$ cat config.mk
export PLATFORM = sky130hd
export DESIGN_NAME = axi_burst_scheduler
export DESIGN_NICKNAME = d
export VERILOG_FILES = /design/src/rtl/axi_sched_pkg.sv /design/src/rtl/rr_arb2.sv /design/src/rtl/axi_burst_scheduler.sv
export SDC_FILE = /design/constraint.sdc
export NUM_CORES = 1
export LEC_CHECK = 0
export CAP_MARGIN = 40
export CORE_AREA = 2 2 171 173
export DETAILED_ROUTE_END_ITERATION = 8
export DIE_AREA = 0 0 173 175
export GPL_ROUTABILITY_DRIVEN = 0
export PLACE_DENSITY = 0.63
export SYNTH_ARGS = -nofsm -noshare
export SYNTH_HDL_FRONTEND = slang
export SYNTH_SLANG_ARGS = --single-unit
$ cat constraint.sdc
create_clock -name clk_i -period 4.4 [get_ports clk_i]
set_input_delay 0.66 -clock clk_i [delete_from_list [all_inputs] [get_ports clk_i]]
set_output_delay 0.66 -clock clk_i [all_outputs]
set_load 0.01 [all_outputs]
$ cat src/rtl/axi_sched_pkg.sv
// Shared types and constants for the I/D cache AXI burst scheduler.
package axi_sched_pkg;

  typedef enum logic [1:0] {R_IDLE, R_ADDR, R_DATA} r_state_e;
  typedef enum logic [1:0] {W_IDLE, W_ADDR, W_DATA, W_RESP} w_state_e;

  localparam logic       ID_ICACHE  = 1'b0;
  localparam logic       ID_DCACHE  = 1'b1;
  localparam logic [1:0] BURST_INCR = 2'b01;
  localparam logic [2:0] SIZE_WORD  = 3'b010;

endpackage

$ cat src/rtl/rr_arb2.sv
// Two-way round-robin picker; bit 0 is the icache, bit 1 the dcache.
module rr_arb2
  import axi_sched_pkg::*;
(
  input  logic       clk_i,
  input  logic       rst_ni,
  input  logic       en_i,
  input  logic [1:0] req_i,
  output logic       gnt_o,
  output logic       gnt_id_o
);

  logic last_q, last_d;
  logic pick;

  always_comb begin
    pick = req_i[1];
    if (req_i == 2'b11) pick = ~last_q;
    gnt_o    = en_i & (|req_i);
    gnt_id_o = pick;
    last_d   = gnt_o ? pick : last_q;
  end

  always_ff @(posedge clk_i or negedge rst_ni) begin
    if (!rst_ni) last_q <= ID_ICACHE;
    else         last_q <= last_d;
  end

endmodule

$ cat src/rtl/axi_burst_scheduler.sv
// Shares one AXI3 master between icache (read) and dcache (read/write); reads to a line
// being written are held back until that write's B handshake.
//   state  | meaning
//   R_IDLE | no read owner, arbitrating
//   R_ADDR | AR presented for the latched owner
//   R_DATA | beats routed to the owner until rlast
//   W_IDLE | no write in flight
//   W_ADDR | AW presented
//   W_DATA | W beats pass through
//   W_RESP | waiting for B
module axi_burst_scheduler
  import axi_sched_pkg::*;
#(
  parameter int LINE_OFF = 5
) (
  input  logic        clk_i,
  input  logic        rst_ni,
  input  logic [31:0] i_araddr_i,
  input  logic [3:0]  i_arlen_i,
  input  logic        i_arvalid_i,
  output logic        i_arready_o,
  output logic [31:0] i_rdata_o,
  output logic        i_rlast_o,
  output logic        i_rvalid_o,
  input  logic        i_rready_i,
  input  logic [31:0] d_araddr_i,
  input  logic [3:0]  d_arlen_i,
  input  logic [2:0]  d_arsize_i,
  input  logic        d_arvalid_i,
  output logic        d_arready_o,
  output logic [31:0] d_rdata_o,
  output logic        d_rlast_o,
  output logic        d_rvalid_o,
  input  logic        d_rready_i,
  input  logic [31:0] d_awaddr_i,
  input  logic [3:0]  d_awlen_i,
  input  logic [2:0]  d_awsize_i,
  input  logic        d_awvalid_i,
  output logic        d_awready_o,
  input  logic [31:0] d_wdata_i,
  input  logic [3:0]  d_wstrb_i,
  input  logic        d_wlast_i,
  input  logic        d_wvalid_i,
  output logic        d_wready_o,
  output logic        d_bvalid_o,
  input  logic        d_bready_i,
  output logic [3:0]  arid_o,
  output logic [31:0] araddr_o,
  output logic [3:0]  arlen_o,
  output logic [2:0]  arsize_o,
  output logic [1:0]  arburst_o,
  output logic [1:0]  arlock_o,
  output logic [3:0]  arcache_o,
  output logic [2:0]  arprot_o,
  output logic        arvalid_o,
  input  logic        arready_i,
  input  logic [3:0]  rid_i,
  input  logic [31:0] rdata_i,
  input  logic [1:0]  rresp_i,
  input  logic        rlast_i,
  input  logic        rvalid_i,
  output logic        rready_o,
  output logic [3:0]  awid_o,
  output logic [31:0] awaddr_o,
  output logic [3:0]  awlen_o,
  output logic [2:0]  awsize_o,
  output logic [1:0]  awburst_o,
  output logic [1:0]  awlock_o,
  output logic [3:0]  awcache_o,
  output logic [2:0]  awprot_o,
  output logic        awvalid_o,
  input  logic        awready_i,
  output logic [3:0]  wid_o,
  output logic [31:0] wdata_o,
  output logic [3:0]  wstrb_o,
  output logic        wlast_o,
  output logic        wvalid_o,
  input  logic        wready_i,
  input  logic [3:0]  bid_i,
  input  logic [1:0]  bresp_i,
  input  logic        bvalid_i,
  output logic        bready_o,
  output logic        err_o
);

  r_state_e    r_state_q, r_state_d;
  logic        owner_q, owner_d;
  logic [31:0] araddr_q, araddr_d;
  logic [3:0]  arlen_q, arlen_d;
  logic [2:0]  arsize_q, arsize_d;
  logic [3:0]  cnt_q, cnt_d;
  logic        err_q, err_d;

  w_state_e    w_state_q, w_state_d;
  logic [31:0] awaddr_q, awaddr_d;
  logic [3:0]  awlen_q, awlen_d;
  logic [2:0]  awsize_q, awsize_d;

  logic haz_i, haz_d, gnt, gnt_id, r_beat, in_rdata, in_wdata, in_wresp;
  logic unused_ok;

  assign unused_ok = ^{rid_i, rresp_i, bid_i, bresp_i};

  // A read may not overtake a write to the same line still in flight.
  assign haz_i = (w_state_q != W_IDLE) &&
                 (i_araddr_i[31:LINE_OFF] == awaddr_q[31:LINE_OFF]);
  assign haz_d = (w_state_q != W_IDLE) &&
                 (d_araddr_i[31:LINE_OFF] == awaddr_q[31:LINE_OFF]);

  rr_arb2 u_arb (
    .clk_i    (clk_i),
    .rst_ni   (rst_ni),
    .en_i     (r_state_q == R_IDLE),
    .req_i    ({d_arvalid_i & ~haz_d, i_arvalid_i & ~haz_i}),
    .gnt_o    (gnt),
    .gnt_id_o (gnt_id)
  );

  assign in_rdata = (r_state_q == R_DATA);
  assign rready_o = in_rdata & ((owner_q == ID_DCACHE) ? d_rready_i : i_rready_i);
  assign r_beat   = rvalid_i & rready_o;

  always_comb begin
    r_state_d = r_state_q;
    owner_d   = owner_q;
    araddr_d  = araddr_q;
    arlen_d   = arlen_q;
    arsize_d  = arsize_q;
    cnt_d     = cnt_q;
    err_d     = err_q;
    case (r_state_q)
      R_IDLE: if (gnt) begin
        owner_d   = gnt_id;
        cnt_d     = 4'd0;
        r_state_d = R_ADDR;
        if (gnt_id == ID_DCACHE) begin
          araddr_d = d_araddr_i;
          arlen_d  = d_arlen_i;
          arsize_d = d_arsize_i;
        end else begin
          araddr_d = i_araddr_i;
          arlen_d  = i_arlen_i;
          arsize_d = SIZE_WORD;
        end
      end
      R_ADDR: if (arready_i) r_state_d = R_DATA;
      R_DATA: if (r_beat) begin
        cnt_d = cnt_q + 4'd1;
        if (rlast_i != (cnt_q == arlen_q)) err_d = 1'b1;
        if (rlast_i) r_state_d = R_IDLE;
      end
      default: r_state_d = R_IDLE;
    endcase
  end

  assign in_wdata = (w_state_q == W_DATA);
  assign in_wresp = (w_state_q == W_RESP);

  always_comb begin
    w_state_d = w_state_q;
    awaddr_d  = awaddr_q;
    awlen_d   = awlen_q;
    awsize_d  = awsize_q;
    case (w_state_q)
      W_IDLE: if (d_awvalid_i) begin
        awaddr_d  = d_awaddr_i;
        awlen_d   = d_awlen_i;
        awsize_d  = d_awsize_i;
        w_state_d = W_ADDR;
      end
      W_ADDR: if (awready_i) w_state_d = W_DATA;
      W_DATA: if (d_wvalid_i && wready_i && d_wlast_i) w_state_d = W_RESP;
      W_RESP: if (bvalid_i && d_bready_i) w_state_d = W_IDLE;
      default: w_state_d = W_IDLE;
    endcase
  end

  always_ff @(posedge clk_i or negedge rst_ni) begin
    if (!rst_ni) begin
      r_state_q <= R_IDLE;
      owner_q   <= ID_ICACHE;
      araddr_q  <= '0;
      arlen_q   <= '0;
      arsize_q  <= '0;
      cnt_q     <= '0;
      err_q     <= 1'b0;
      w_state_q <= W_IDLE;
      awaddr_q  <= '0;
      awlen_q   <= '0;
      awsize_q  <= '0;
    end else begin
      r_state_q <= r_state_d;
      owner_q   <= owner_d;
      araddr_q  <= araddr_d;
      arlen_q   <= arlen_d;
      arsize_q  <= arsize_d;
      cnt_q     <= cnt_d;
      err_q     <= err_d;
      w_state_q <= w_state_d;
      awaddr_q  <= awaddr_d;
      awlen_q   <= awlen_d;
      awsize_q  <= awsize_d;
    end
  end

  assign arvalid_o   = (r_state_q == R_ADDR);
  assign arid_o      = {3'b000, owner_q};
  assign araddr_o    = araddr_q;
  assign arlen_o     = arlen_q;
  assign arsize_o    = arsize_q;
  assign arburst_o   = BURST_INCR;
  assign arlock_o    = 2'b00;
  assign arcache_o   = 4'b0000;
  assign arprot_o    = 3'b000;
  assign i_arready_o = arready_i & arvalid_o & (owner_q == ID_ICACHE);
  assign d_arready_o = arready_i & arvalid_o & (owner_q == ID_DCACHE);

  assign i_rvalid_o = in_rdata & (owner_q == ID_ICACHE) & rvalid_i;
  assign i_rlast_o  = in_rdata & (owner_q == ID_ICACHE) & rlast_i;
  assign i_rdata_o  = (in_rdata && owner_q == ID_ICACHE) ? rdata_i : '0;
  assign d_rvalid_o = in_rdata & (owner_q == ID_DCACHE) & rvalid_i;
  assign d_rlast_o  = in_rdata & (owner_q == ID_DCACHE) & rlast_i;
  assign d_rdata_o  = (in_rdata && owner_q == ID_DCACHE) ? rdata_i : '0;
  assign err_o      = err_q;

  assign awvalid_o   = (w_state_q == W_ADDR);
  assign d_awready_o = awvalid_o & awready_i;
  assign awid_o      = 4'd0;
  assign awaddr_o    = awaddr_q;
  assign awlen_o     = awlen_q;
  assign awsize_o    = awsize_q;
  assign awburst_o   = BURST_INCR;
  assign awlock_o    = 2'b00;
  assign awcache_o   = 4'b0000;
  assign awprot_o    = 3'b000;
  assign wid_o       = 4'd0;
  assign wvalid_o    = in_wdata & d_wvalid_i;
  assign wdata_o     = in_wdata ? d_wdata_i : '0;
  assign wstrb_o     = in_wdata ? d_wstrb_i : '0;
  assign wlast_o     = in_wdata & d_wlast_i;
  assign d_wready_o  = in_wdata & wready_i;
  assign d_bvalid_o  = in_wresp & bvalid_i;
  assign bready_o    = in_wresp & d_bready_i;

endmodule

==> results of run 1 <==
-- cells in the final DEF (no fill, tap or decap), drive strengths merged, types with 6 or more instances in the layout --
cell	instances
nand4	16
clkdlybuf4s50	391
dfrtp	88
mux2	39
buf	16
nand2	10
o21ai	38
inv	13
nor3	38
ha	6
conb	33
clkbuf	10
a31oi	36
xnor2	59
and2	111
nand3	37
nor2	9
-- cell families (layout without fill, tap and decap cells) --
kind of cell | Yosys count | after routing | synth area share
compound gates | 91 | 91 | 0.0981
fa+ha+maj | 6 | 6 | 0.0134
xor+xnor | 61 | 61 | 0.0957
other cells | 2 | 34 | 0.00134
simple gates | 229 | 229 | 0.234
mux | 40 | 40 | 0.0804
flops | 88 | 88 | 0.394
buf+inv | 84 | 432 | 0.0824
-- registers in the layout, summed over array words and instances, names as in the netlist --
register,flops
araddr_o,32
arlen_o,4
arsize_o,3
awaddr_o,32
awlen_o,4
awsize_o,3
cnt_q,4
err_o,1
owner_q,1
r_state_q,2
w_state_q,2
-- metal layers --
layer  up-vias  part of all wire
met3        30             0.079
met5         -           0.00085
met1      2742              0.41
met2       261              0.50
met4         4             0.014
li1       2758                 -
-- cells in the mapped netlist --
master	instances
sky130_fd_sc_hd__and2_1	111
sky130_fd_sc_hd__dfrtp_1	88
sky130_fd_sc_hd__xnor2_1	59
sky130_fd_sc_hd__mux2_2	39
sky130_fd_sc_hd__nor3_1	38
sky130_fd_sc_hd__o21ai_0	38
sky130_fd_sc_hd__nand3_1	37
sky130_fd_sc_hd__a31oi_1	36
sky130_fd_sc_hd__buf_4	34
sky130_fd_sc_hd__clkbuf_1	32
sky130_fd_sc_hd__nand4_1	16
sky130_fd_sc_hd__nand2_1	10
sky130_fd_sc_hd__inv_1	9
sky130_fd_sc_hd__nor2_1	9
sky130_fd_sc_hd__buf_2	8
sky130_fd_sc_hd__ha_1	6
sky130_fd_sc_hd__a21o_1	4
sky130_fd_sc_hd__a21oi_1	4
sky130_fd_sc_hd__a22o_1	2
sky130_fd_sc_hd__conb_1	2
sky130_fd_sc_hd__nand4b_1	2
sky130_fd_sc_hd__nor4_2	2
sky130_fd_sc_hd__xor2_1	2
sky130_fd_sc_hd__a21bo_1	1
sky130_fd_sc_hd__a21boi_1	1
sky130_fd_sc_hd__a2bb2oi_1	1
sky130_fd_sc_hd__and3_1	1
sky130_fd_sc_hd__buf_6	1
sky130_fd_sc_hd__mux2i_1	1
sky130_fd_sc_hd__nand2b_1	1
sky130_fd_sc_hd__nor2b_1	1
sky130_fd_sc_hd__o221ai_1	1
sky130_fd_sc_hd__o31ai_1	1
sky130_fd_sc_hd__o31ai_2	1
sky130_fd_sc_hd__o32a_1	1
sky130_fd_sc_hd__or2_1	1
-- power groups by stage --
stage	logic [mW]	clock network (mW)	registers, mW
finish	3.36	0.814	1.59
global route	3.62	0.882	1.66
CTS	3.43	0.852	1.60
detailed placement	3.41	0	1.62
global placement	3.33	0	1.60
floorplan	1.39	0	1.69
-- metrics by stage --
step / setup WS, ps / power, mW / util
2_1_floorplan: 2300 / 3.08 / -
3_3_place_gp: 853 / 4.93 / 0.345
3_5_place_dp: 823 / 5.03 / 0.350
4_1_cts: 1180 / 5.89 / 0.360
5_1_grt: 1050 / 6.16 / 0.360
6_report: 1240 / 5.77 / 0.360
-- area by class of cell --
type,count,share of cell area
multi-input cells,460,0.302
clock buffers,10,0.0224
repair buffers,407,0.403
well taps,384,0.0469
inverters,9,0.00330
diodes,1,0.000245
clock inverters,6,0.00709
flip-flops and latches,88,0.215
-- worst max-delay path by stage --
stage                     cells past startpoint  slack (ps)           end           start
after floorplan                               8        2300      cnt_q[1]  i_araddr_i[17]
after global placement                        7         850      cnt_q[0]   d_araddr_i[9]
after detailed placement                      8         820  araddr_o[11]   d_araddr_i[9]
after CTS                                     8        1180  araddr_o[12]   d_araddr_i[9]
after global routing                          8        1050  araddr_o[12]   d_araddr_i[9]
final                                         8        1240  araddr_o[12]   d_araddr_i[9]
==> results summary, run 1 <==
The actual transition at the worst max-transition pin is 742 ps. The run finished with clean final reports. The TritonCTS buffer count came out at 9. The setup TNS after final layout came out at 0 ps. The detail-routed net length per standard cell is 19.0 um. Entering global routing, the biggest net connects 45 pins. The worst register-to-register path begins at awaddr_o[9]. The share of power burned in combinational logic is 0.583. In this run the horizontal extent of the chip is 173 um.

After floorplanning, the core was sized to cover 28,400 um2. The final count of negative-setup-slack endpoints came out at 0. The DRC violation count after routing came out at 0. The clock latency on the worst-skew pair is 350 ps. The number of antenna violations at the first check in global routing came to 3. The critical path contains buffers and inverters numbering 2 combined. The final design area excluding fillers is 10,200 um2.

After synthesis, the cell types taking the most area are sky130_fd_sc_hd__dfrtp_1, sky130_fd_sc_hd__and2_1, sky130_fd_sc_hd__xnor2_1. Grouping stages by cell kind, the critical path spends the most delay in compound AO/OA/AOI/OAI gates. The endpoint required time on the critical path is 4670 ps.

The number of cell rows came out at 62. The vias per cell came out at 4.25. The total cell area at the placement stage came out at 9930 um2.

After clock tree synthesis, the clock-pin slew on the worst setup and hold paths is 70 ps. The first global-routing pass estimated 38.3 mm of wire. The initial DRC count came out at 210. Leaving out filler cells and counting taps, the final layout contains 1,365. Across the whole layout, storage elements account for 2200 um2. The worst hold slack across all endpoints came out at 198 ps.

The warning count from the yosys run came out at 0. Setup slack on the worst reg-to-reg path comes out at 1550 ps. STA classifies the critical path startpoint as an input port. The number of instances in the synthesized netlist is 601. The maximum count of clock buffers along a single path came out at 2. The HPWL after detailed placement is 20.8 mm.

In this run the most used layer during global routing was met2. The cell leakage power came out at 3.89 nW. The count of filler cells inserted in the layout is 2,909. The kind of end point of the critical path is a flop. The relative max-transition margin is 0.504. In the global route stage, met3 resource usage came out at 0.0550.

The I/O pin count came out at 438. The summed instance area of the synthesized netlist is 5590 um2. The critical-path maximum fanout is 21. The largest stage delay on the critical path is 620 ps. The floorplan step defined a die boundary enclosing 30,300 um2. The combined global-route utilization of all metal layers is 0.166. The met2 usage is 0.289. The routed design has 25.9 mm of wire. The maximum ir drop on the vdd rail is 0.000250 V. The H-tree depth is 3. The internal portion of total power came out at 3.51 mW. After the last flow step, the layout net total stands at 1,191.

The cell count after placement is 1,348. The endpoint of the worst-slack reg-to-reg timing path is araddr_o[12]. The starting utilization of the core area is 0.197. The multi-input gate area in the final layout came out at 3090 um2. The fraction of layout instances using a drive strength above 1 came out at 0.0827.

The signed area change from the synthesized netlist to the final layout is 83.2%. By startpoint and endpoint, the worst setup path is classified as input port to flop. For met1 alone, demand over resource in global routing was 0.200. The signal arrival time at the worst endpoint is 3430 ps.

The final-report max-slew violation count came out at 0. The number of clock sinks came out at 88. The clock period could shrink to 3160 ps. The sequential share of power came out at 0.276. Setup repair after global routing left no endpoint under its margin. The clock tree from TritonCTS is yes. The first-pass iteration count of the detailed router came out at 4. Of the synthesized area, sequential elements account for 0.394. The fraction of the cycle the final worst path needs is 0.719. The floorplan die height is 175 um.

The max-cap violation count is 0. The tree is rooted in a sky130_fd_sc_hd__clkbuf_16. The number of cells on the worst reg-to-reg path is 7. The number of hold-slack violations in the final timing report came out at 0.

The overflow left after global routing came out at 0. The signal on the critical path passes through clkdlybuf4s50_1 > xnor2_1 > nand4_1 > nor4_2 > a21bo_1 > buf_12 > o21ai_0 > a31oi_1. The count of buffers from port buffering came out at 392.

The routed via count is 5,795. The largest total area in the synthesized netlist belongs to sky130_fd_sc_hd__dfrtp_1. The slowest stage of the critical path belongs to the cell sky130_fd_sc_hd__a21bo_1. The number of instances resized during post-cts repair came out at 0.

The total power density per cell area is 563 nW/um2. The quantity of hold-fixing buffers added after cts is 0. The distinct cell type count of the synthesized netlist came out at 36. The fraction of synthesized cell area taken by the top area cell type is 0.394. The number of register bits inferred by synthesis came out at 88. Once detail routing completed, the nets flagged for antenna violations numbered 0. Derived from the worst setup path, the maximum achievable clock frequency is 316 MHz. Clock skew on the completed layout was measured at 12.8 ps. The share of total power dissipated in the clock network is 0.141. The switching power came out at 2.26 mW. The mean area per synthesized cell is 9.29 um2. The total setup buffers inserted after CTS came out at 0. The via count of the first global-routing pass is 6,066. Of the total power, the share spent switching nets is 0.392. In this run the worst hold path is classified as input port to async pin.
Power figures use the tool's default switching activity.
==> inputs of run 2 (changes only) <==
--- a/config.mk
+++ b/config.mk
@@ -10,7 +10,7 @@
 export DETAILED_ROUTE_END_ITERATION = 8
 export DIE_AREA = 0 0 173 175
 export GPL_ROUTABILITY_DRIVEN = 0
-export PLACE_DENSITY = 0.63
+export PLACE_DENSITY = 0.65
 export SYNTH_ARGS = -nofsm -noshare
 export SYNTH_HDL_FRONTEND = slang
 export SYNTH_SLANG_ARGS = --single-unit
==> constraint.sdc (replaced) <==
create_clock -name clk_i -period 2.7 [get_ports clk_i]
set_input_delay 0.405 -clock clk_i [delete_from_list [all_inputs] [get_ports clk_i]]
set_output_delay 0.405 -clock clk_i [all_outputs]
set_load 0.01 [all_outputs]
==> run 2 against run 1 <==
Effect of this change: sequential share of layout area down 0.17 points; combinational power up 65%; clock power up 51%; cell count up 1.0%; hold slack worse by 130 ps; first-iteration DRC count up 14%; register-to-register slack worse by 1200 ps; flip-flop and latch count unchanged; critical path type is now flop to output pin; critical endpoint is now wstrb_o[0].
==> results summary, run 2 (synthesized netlist as in run 1, its figures left out) <==
The largest stage delay on the critical path is 550 ps (was 620 ps). The number of nets with antenna violations after detailed routing came out at 0 (unchanged). Leading cell types in the layout, fill and taps excluded: sky130_fd_sc_hd__clkdlybuf4s50_1, sky130_fd_sc_hd__and2_1, sky130_fd_sc_hd__dfrtp_1 (unchanged).

The kind of end point of the critical path is an output pin (was flop). The starting utilization of the core area is 0.197 (unchanged). The max-cap violation count is 0 (unchanged). The cell count after placement is 1,363 (was 1,348). The die area is 30,300 um2 (unchanged). The relative max-transition margin is 0.569 (was 0.504). The termination of the worst setup path is wstrb_o[0] (was araddr_o[12]). The final worst setup slack is 172 ps (was 1240 ps).

The source of the critical timing path was w_state_q[0] (was d_araddr_i[9]). The H-tree depth came out at 3 (unchanged). The number of cell rows came out at 62 (unchanged).

The endpoint of the worst-slack reg-to-reg timing path is cnt_q[0] (was araddr_o[12]). The worst flop-to-flop path startpoint is awaddr_o[5] (was awaddr_o[9]). The half-perimeter wire length after placement is 20.4 mm (was 20.8 mm). The total power density per cell area is 908 nW/um2 (was 563 nW/um2). The share of power burned in combinational logic came out at 0.590 (was 0.583). The shortest clock period the worst path allows after layout is 2530 ps. The diode insertion count for antenna repair is 0 (was 1). The via count of the first global-routing pass is 6,051 (was 6,066). The initial DRC count is 240 (was 210).

The internal portion of total power came to 5.68 mW (was 3.51 mW). The routed via count is 5,828 (was 5,795). The final instance count without filler cells is 1,379 (was 1,365).

The maximum ir drop on the vdd rail came to 0.000471 V (was 0.000250 V). The final clock skew is 12.5 ps (was 12.8 ps). The leading cell type in the layout, fill and taps excluded is sky130_fd_sc_hd__clkdlybuf4s50_1 (unchanged). The kind of launch point of the worst setup path was a flop (was input port). The sequential share of power is 0.279 (was 0.276). The global-route wire length before repair came out at 38.0 mm (was 38.3 mm). The slack of the worst reg-to-reg path is 310 ps (was 1550 ps). The maximum count of clock buffers along a single path came to 2 (unchanged).

The cell leakage power is 3.96 nW (was 3.89 nW). The critical-path maximum fanout came out at 41 (was 21). Setup repair after global routing missed its margin: false (unchanged). The combined global-route utilization of all metal layers is 0.164 (was 0.166).

The floorplan die height came to 175 um (unchanged). The standard cell with the maximum stage delay on the critical path is sky130_fd_sc_hd__clkdlybuf4s50_1 (was sky130_fd_sc_hd__a21bo_1). The clock root buffer master is sky130_fd_sc_hd__clkbuf_16 (unchanged). The number of nets in the final layout was 1,206 (was 1,191).

The maximum number of pins on one net before global-route repair came to 46 (was 45). The total power consumption of the routed design was 9.37 mW (was 5.77 mW). The clock latency on the worst-skew pair came to 350 ps (about the same). The worst hold slack across all endpoints came out at 65.9 ps (was 198 ps). The actual transition at the worst max-transition pin is 646 ps (was 742 ps). The first-pass iteration count of the detailed router was 4 (unchanged).

The number of antenna violations at the first check in global routing is 0 (was 3). The final wirelength came out at 25.6 mm (was 25.9 mm). The number of cells on the worst reg-to-reg path is 8 (was 7). The quantity of hold-fixing buffers added after cts came out at 0 (unchanged). The type of the worst setup path is flop to output pin (was input port to flop). The worst setup slack after placement came to -79.2 ps (was 823 ps). Outcome: complete, no violations (unchanged).

The clock tree from TritonCTS is yes (unchanged). The number of clock sinks is 88 (unchanged). The vias per cell is 4.23 (was 4.25). The family with the most delay on the worst path was buffers and inverters (was compound AO/OA/AOI/OAI gates). The total setup buffers inserted after CTS came to 0 (unchanged). The overflow left after global routing is 0 (unchanged). The count of filler cells inserted in the layout came to 2,911 (was 2,909). The detail-routed net length per standard cell came to 18.6 um (was 19.0 um).

The fraction of the cycle the final worst path needs is 0.936. The TritonCTS buffer count came out at 9 (unchanged). Cell-by-cell trace of the critical path: inv_1 > ha_1 > buf_4 > and2_1 > clkdlybuf4s50_1 (was clkdlybuf4s50_1 > xnor2_1 > nand4_1 > nor4_2 > a21bo_1 > buf_12 > o21ai_0 > a31oi_1). Timing would allow up to 396 MHz.

The number of hold-slack violations in the final timing report is 0 (unchanged). The count of buffer and inverter cells on the critical path is 3 (was 2). The clock power share is 0.131 (was 0.141). The fraction of layout instances using a drive strength above 1 came out at 0.0945 (was 0.0827).

The cell count along the critical path is 5 (was 8). The setup TNS after final layout is 0 ps (unchanged). The classification of the worst-slack hold path is input port to async pin (unchanged).

The proportion of total power due to net switching is 0.393 (was 0.392). The core box area is 28,400 um2 (unchanged). The final count of negative-setup-slack endpoints is 0 (unchanged).

The overall die width is 173 um (unchanged). The endpoint required time on the critical path is 2300 ps (was 4670 ps). The signed area change from the synthesized netlist to the final layout came out at 84.7% (was 83.2%). The count of buffers from port buffering is 392 (unchanged).

The switching power came out at 3.69 mW (was 2.26 mW). The number of instances resized during post-cts repair was 0 (unchanged). The clock slew seen by the registers of the worst setup and hold paths is 70 ps (about the same). The DRC violation count after routing came out at 0 (unchanged). The final-report max-slew violation count came out at 0 (unchanged). The signal arrival time at the worst endpoint came out at 2120 ps (was 3430 ps). The I/O pin count is 438 (unchanged).
## run 2: cell count changes in the layout (fill, tap and decap cells not counted), moves of 2 or more
cell,change
sky130_fd_sc_hd__inv_6,-2
sky130_fd_sc_hd__nor2_2,-2
sky130_fd_sc_hd__nor2_1,+2
sky130_fd_sc_hd__buf_12,+3
sky130_fd_sc_hd__buf_8,-3
sky130_fd_sc_hd__buf_4,+16
## run 2: worst min path at each step
stage / endpoint / cells after the start
6_report: awaddr_o[29] / 1
5_1_grt: awaddr_o[29] / 1
4_1_cts: awlen_o[3] / 1
3_5_place_dp: awaddr_o[29] / 1
3_3_place_gp: err_o / 1
2_1_floorplan: araddr_o[0] / 0
## run 2: final cells by class
cell class              count  area, um2  area share
clock buffers              10        229      0.0222
clock inverters             6       52.6     0.00510
inverters                   9       33.8     0.00328
multi-input cells         460       3090       0.299
flip-flops and latches     88       2200       0.214
well taps                 384        480      0.0466
repair buffers            422       4230       0.410
## run 2: stage by stage
stage / cell area, um2 / utilization
6_report: 10300 / 0.363
5_1_grt: 10300 / 0.363
4_1_cts: 10300 / 0.363
3_5_place_dp: 10000 / 0.353
3_3_place_gp: 10000 / 0.352
2_1_floorplan: 5700 / -
## run 2: power by group through the flow
stage	clock network (mW)	logic, mW	registers, mW
after floorplan	0	2.26	2.75
after global routing	1.33	5.94	2.71
after detailed placement	0	5.59	2.65
after CTS	1.29	5.62	2.63
after global placement	0	5.55	2.62
final	1.23	5.53	2.61
## run 2: routing by layer
layer,global-route usage,part of all wire,up-vias
met5,0,0,-
met4,0.0335,0.011,0
met3,0.0385,0.059,24
met2,0.285,0.49,242
met1,0.206,0.44,2778
li1,-,-,2784
==> inputs of run 3 (changes only) <==
--- a/config.mk
+++ b/config.mk
@@ -6,11 +6,12 @@
 export NUM_CORES = 1
 export LEC_CHECK = 0
 export CAP_MARGIN = 40
-export CORE_AREA = 2 2 171 173
+export CORE_AREA = 2 2 169 171
 export DETAILED_ROUTE_END_ITERATION = 8
-export DIE_AREA = 0 0 173 175
+export DIE_AREA = 0 0 171 173
 export GPL_ROUTABILITY_DRIVEN = 0
-export PLACE_DENSITY = 0.65
+export HOLD_SLACK_MARGIN = 0.1
+export PLACE_DENSITY = 0.66
 export SYNTH_ARGS = -nofsm -noshare
 export SYNTH_HDL_FRONTEND = slang
 export SYNTH_SLANG_ARGS = --single-unit
==> run 3 against run 2 <==
Effect of this change: sequential power is essentially flat; core utilization grew 1.3 points; worst setup slack lost 38 ps; clock skew grew 2.7 ps; critical path type is now input port to flop; highest routed layer is now met5; hold slack gained 400 ps; power grew 2.0%; clock-buffer cell count is the same; critical endpoint is now araddr_o[16].
==> results summary, run 3 (synthesized netlist as in run 1, its figures left out) <==
The final clock skew came out at 15.2 ps (was 12.5 ps). The type of the worst setup path is input port to flop (was flop to output pin). The final-report max-slew violation count came out at 0 (unchanged). The vias per cell is 4.28 (was 4.23). The maximum number of pins on one net before global-route repair came out at 47 (was 46).

The max-cap violation count is 0 (unchanged). The routed via count came out at 5,899 (was 5,828). The DRC violation count after routing came to 0 (unchanged). The number of antenna violations at the first check in global routing is 2 (was 0).

The maximum count of clock buffers along a single path came to 2 (unchanged). The clock power share is 0.138 (was 0.131). The fraction of the cycle the final worst path needs came out at 0.950 (was 0.936). The cell leakage power is 3.99 nW (was 3.96 nW). The starting utilization of the core area came out at 0.202 (was 0.197). The proportion of total power due to net switching came out at 0.389 (was 0.393). The signed area change from the synthesized netlist to the final layout is 86.1% (was 84.7%).

The actual transition at the worst max-transition pin came to 632 ps (was 646 ps). The number of nets in the final layout is 1,209 (was 1,206). The number of cell rows came out at 61 (was 62).

The half-perimeter wire length after placement came out at 20.8 mm (was 20.4 mm). The internal portion of total power came out at 5.83 mW (was 5.68 mW). The number of nets with antenna violations after detailed routing was 0 (unchanged). The kind of launch point of the worst setup path is an input port (was flop). The clock tree from TritonCTS is yes (unchanged).

The H-tree depth came out at 3 (unchanged). The core box area is 27,600 um2 (was 28,400 um2). The critical-path maximum fanout is 16 (was 41). The share of power burned in combinational logic came out at 0.588 (was 0.590). The detail-routed net length per standard cell is 18.8 um (was 18.6 um). The total cell area at the placement stage came out at 10,100 um2 (was 10,000 um2). The count of buffers from port buffering is 392 (unchanged). The clock slew seen by the registers of the worst setup and hold paths was 70 ps (about the same).

The maximum ir drop on the vdd rail is 0.000449 V (was 0.000471 V). The clock root buffer master is sky130_fd_sc_hd__clkbuf_16 (unchanged). The relative max-transition margin is 0.579 (was 0.569). The kind of end point of the critical path is a flop (was output pin).

The TritonCTS buffer count came out at 9 (unchanged). The final design area excluding fillers is 10,400 um2 (was 10,300 um2). The signal arrival time at the worst endpoint is 2830 ps (was 2120 ps).

The die area is 29,600 um2 (was 30,300 um2). The initial DRC count is 255 (was 240). The first-pass iteration count of the detailed router came out at 4 (unchanged). The classification of the worst-slack hold path is flop to flop (was input port to async pin). Setup repair after global routing missed its margin: false (unchanged). Leading cell types in the layout, fill and taps excluded: sky130_fd_sc_hd__clkdlybuf4s50_1, sky130_fd_sc_hd__and2_1, sky130_fd_sc_hd__dfrtp_1 (unchanged). The switching power is 3.72 mW (was 3.69 mW). The global-route wire length before repair is 38.5 mm (was 38.0 mm). The clock latency on the worst-skew pair is 360 ps (was 350 ps). The worst hold slack across all endpoints came to 464 ps (was 65.9 ps).

The number of clock sinks came out at 88 (unchanged). The final count of negative-setup-slack endpoints came out at 0 (unchanged). The overall die width came to 171 um (was 173 um). The via count of the first global-routing pass is 6,048 (was 6,051). The final wirelength is 25.9 mm (was 25.6 mm). The overflow left after global routing was 0 (unchanged). The top achievable clock speed is 390 MHz (was 396 MHz). The floorplan die height came to 173 um (was 175 um). Outcome: complete, no violations (unchanged). The sequential share of power is 0.274 (was 0.279). The leading cell type in the layout, fill and taps excluded is sky130_fd_sc_hd__clkdlybuf4s50_1 (unchanged). The I/O pin count is 438 (unchanged).

The total power density per cell area came to 919 nW/um2 (was 908 nW/um2). The shortest clock period the worst path allows after layout came out at 2570 ps (was 2530 ps). The total power consumption of the routed design is 9.55 mW (was 9.37 mW). The combined global-route utilization of all metal layers is 0.172 (was 0.164).

The number of hold-slack violations in the final timing report came out at 0 (unchanged). The fraction of layout instances using a drive strength above 1 came out at 0.0982 (was 0.0945). The endpoint required time on the critical path came out at 2960 ps (was 2300 ps).
[run 3: critical path, cell delays in order]
cell and delay, ps:
sky130_fd_sc_hd__clkdlybuf4s50_1 470, sky130_fd_sc_hd__xnor2_1 310, sky130_fd_sc_hd__nand4_1 290, sky130_fd_sc_hd__nor4_2 270
sky130_fd_sc_hd__buf_4 180, sky130_fd_sc_hd__a21oi_4 60, sky130_fd_sc_hd__or2_2 450, sky130_fd_sc_hd__buf_12 230
sky130_fd_sc_hd__a31oi_1 150
[run 3: what timing repair did]
item | in CTS | in global routing
hold buffers | 1 | 0
buffers inserted | 0 | 0
gates resized for setup | 0 | 1
endpoints found under the setup margin | 0 | 4
endpoints found under the hold margin | 27 | 0
[run 3: routing by layer]
metal,vias up,share of wire,track usage
met5,-,0.00050,0
met4,2,0.0083,0.0335
met3,19,0.078,0.0492
met2,277,0.51,0.304
met1,2816,0.40,0.207
li1,2785,-,-
[run 3: worst paths after layout]
check	to	cells after the start	from	slack [ps]
min in group asynchronous	araddr_o[28]	2	rst_ni	630
worst min register to register	err_o	1	err_o	460
worst max register to register	araddr_o[16]	8	awaddr_o[9]	210
max in group asynchronous	araddr_o[5]	3	rst_ni	1370
worst max-delay path	araddr_o[16]	9	d_araddr_i[9]	130
worst min-delay path	err_o	1	err_o	460
[run 3: layout make-up]
| class | count | area (um2) |
|---|---|---|
| sequential | 88 | 2200 |
| clock buffer | 10 | 229 |
| antenna | 1 | 2.50 |
| clock inverter | 6 | 67.6 |
| multi-input combinational | 460 | 3090 |
| fill | 2789 | 17200 |
| tap | 378 | 473 |
| timing repair buffer | 425 | 4300 |
| inverter | 9 | 33.8 |
[run 3: power groups by stage]
stage / registers (mW) / logic (mW) / clock network (mW)
6_report: 2.62 / 5.62 / 1.32
5_1_grt: 2.72 / 6.05 / 1.41
4_1_cts: 2.63 / 5.72 / 1.35
3_5_place_dp: 2.65 / 5.70 / 0
3_3_place_gp: 2.62 / 5.63 / 0
2_1_floorplan: 2.75 / 2.26 / 0
[run 3: metrics by stage]
stage,util,std cells,worst slack [ps],setup TNS (ps)
6_report,0.376,1377,135,0
2_1_floorplan,-,632,699,0
3_5_place_dp,0.365,1359,-329,-11410
5_1_grt,0.376,1377,28.7,0
3_3_place_gp,0.364,1358,-306,-11520
4_1_cts,0.376,1376,33.0,0
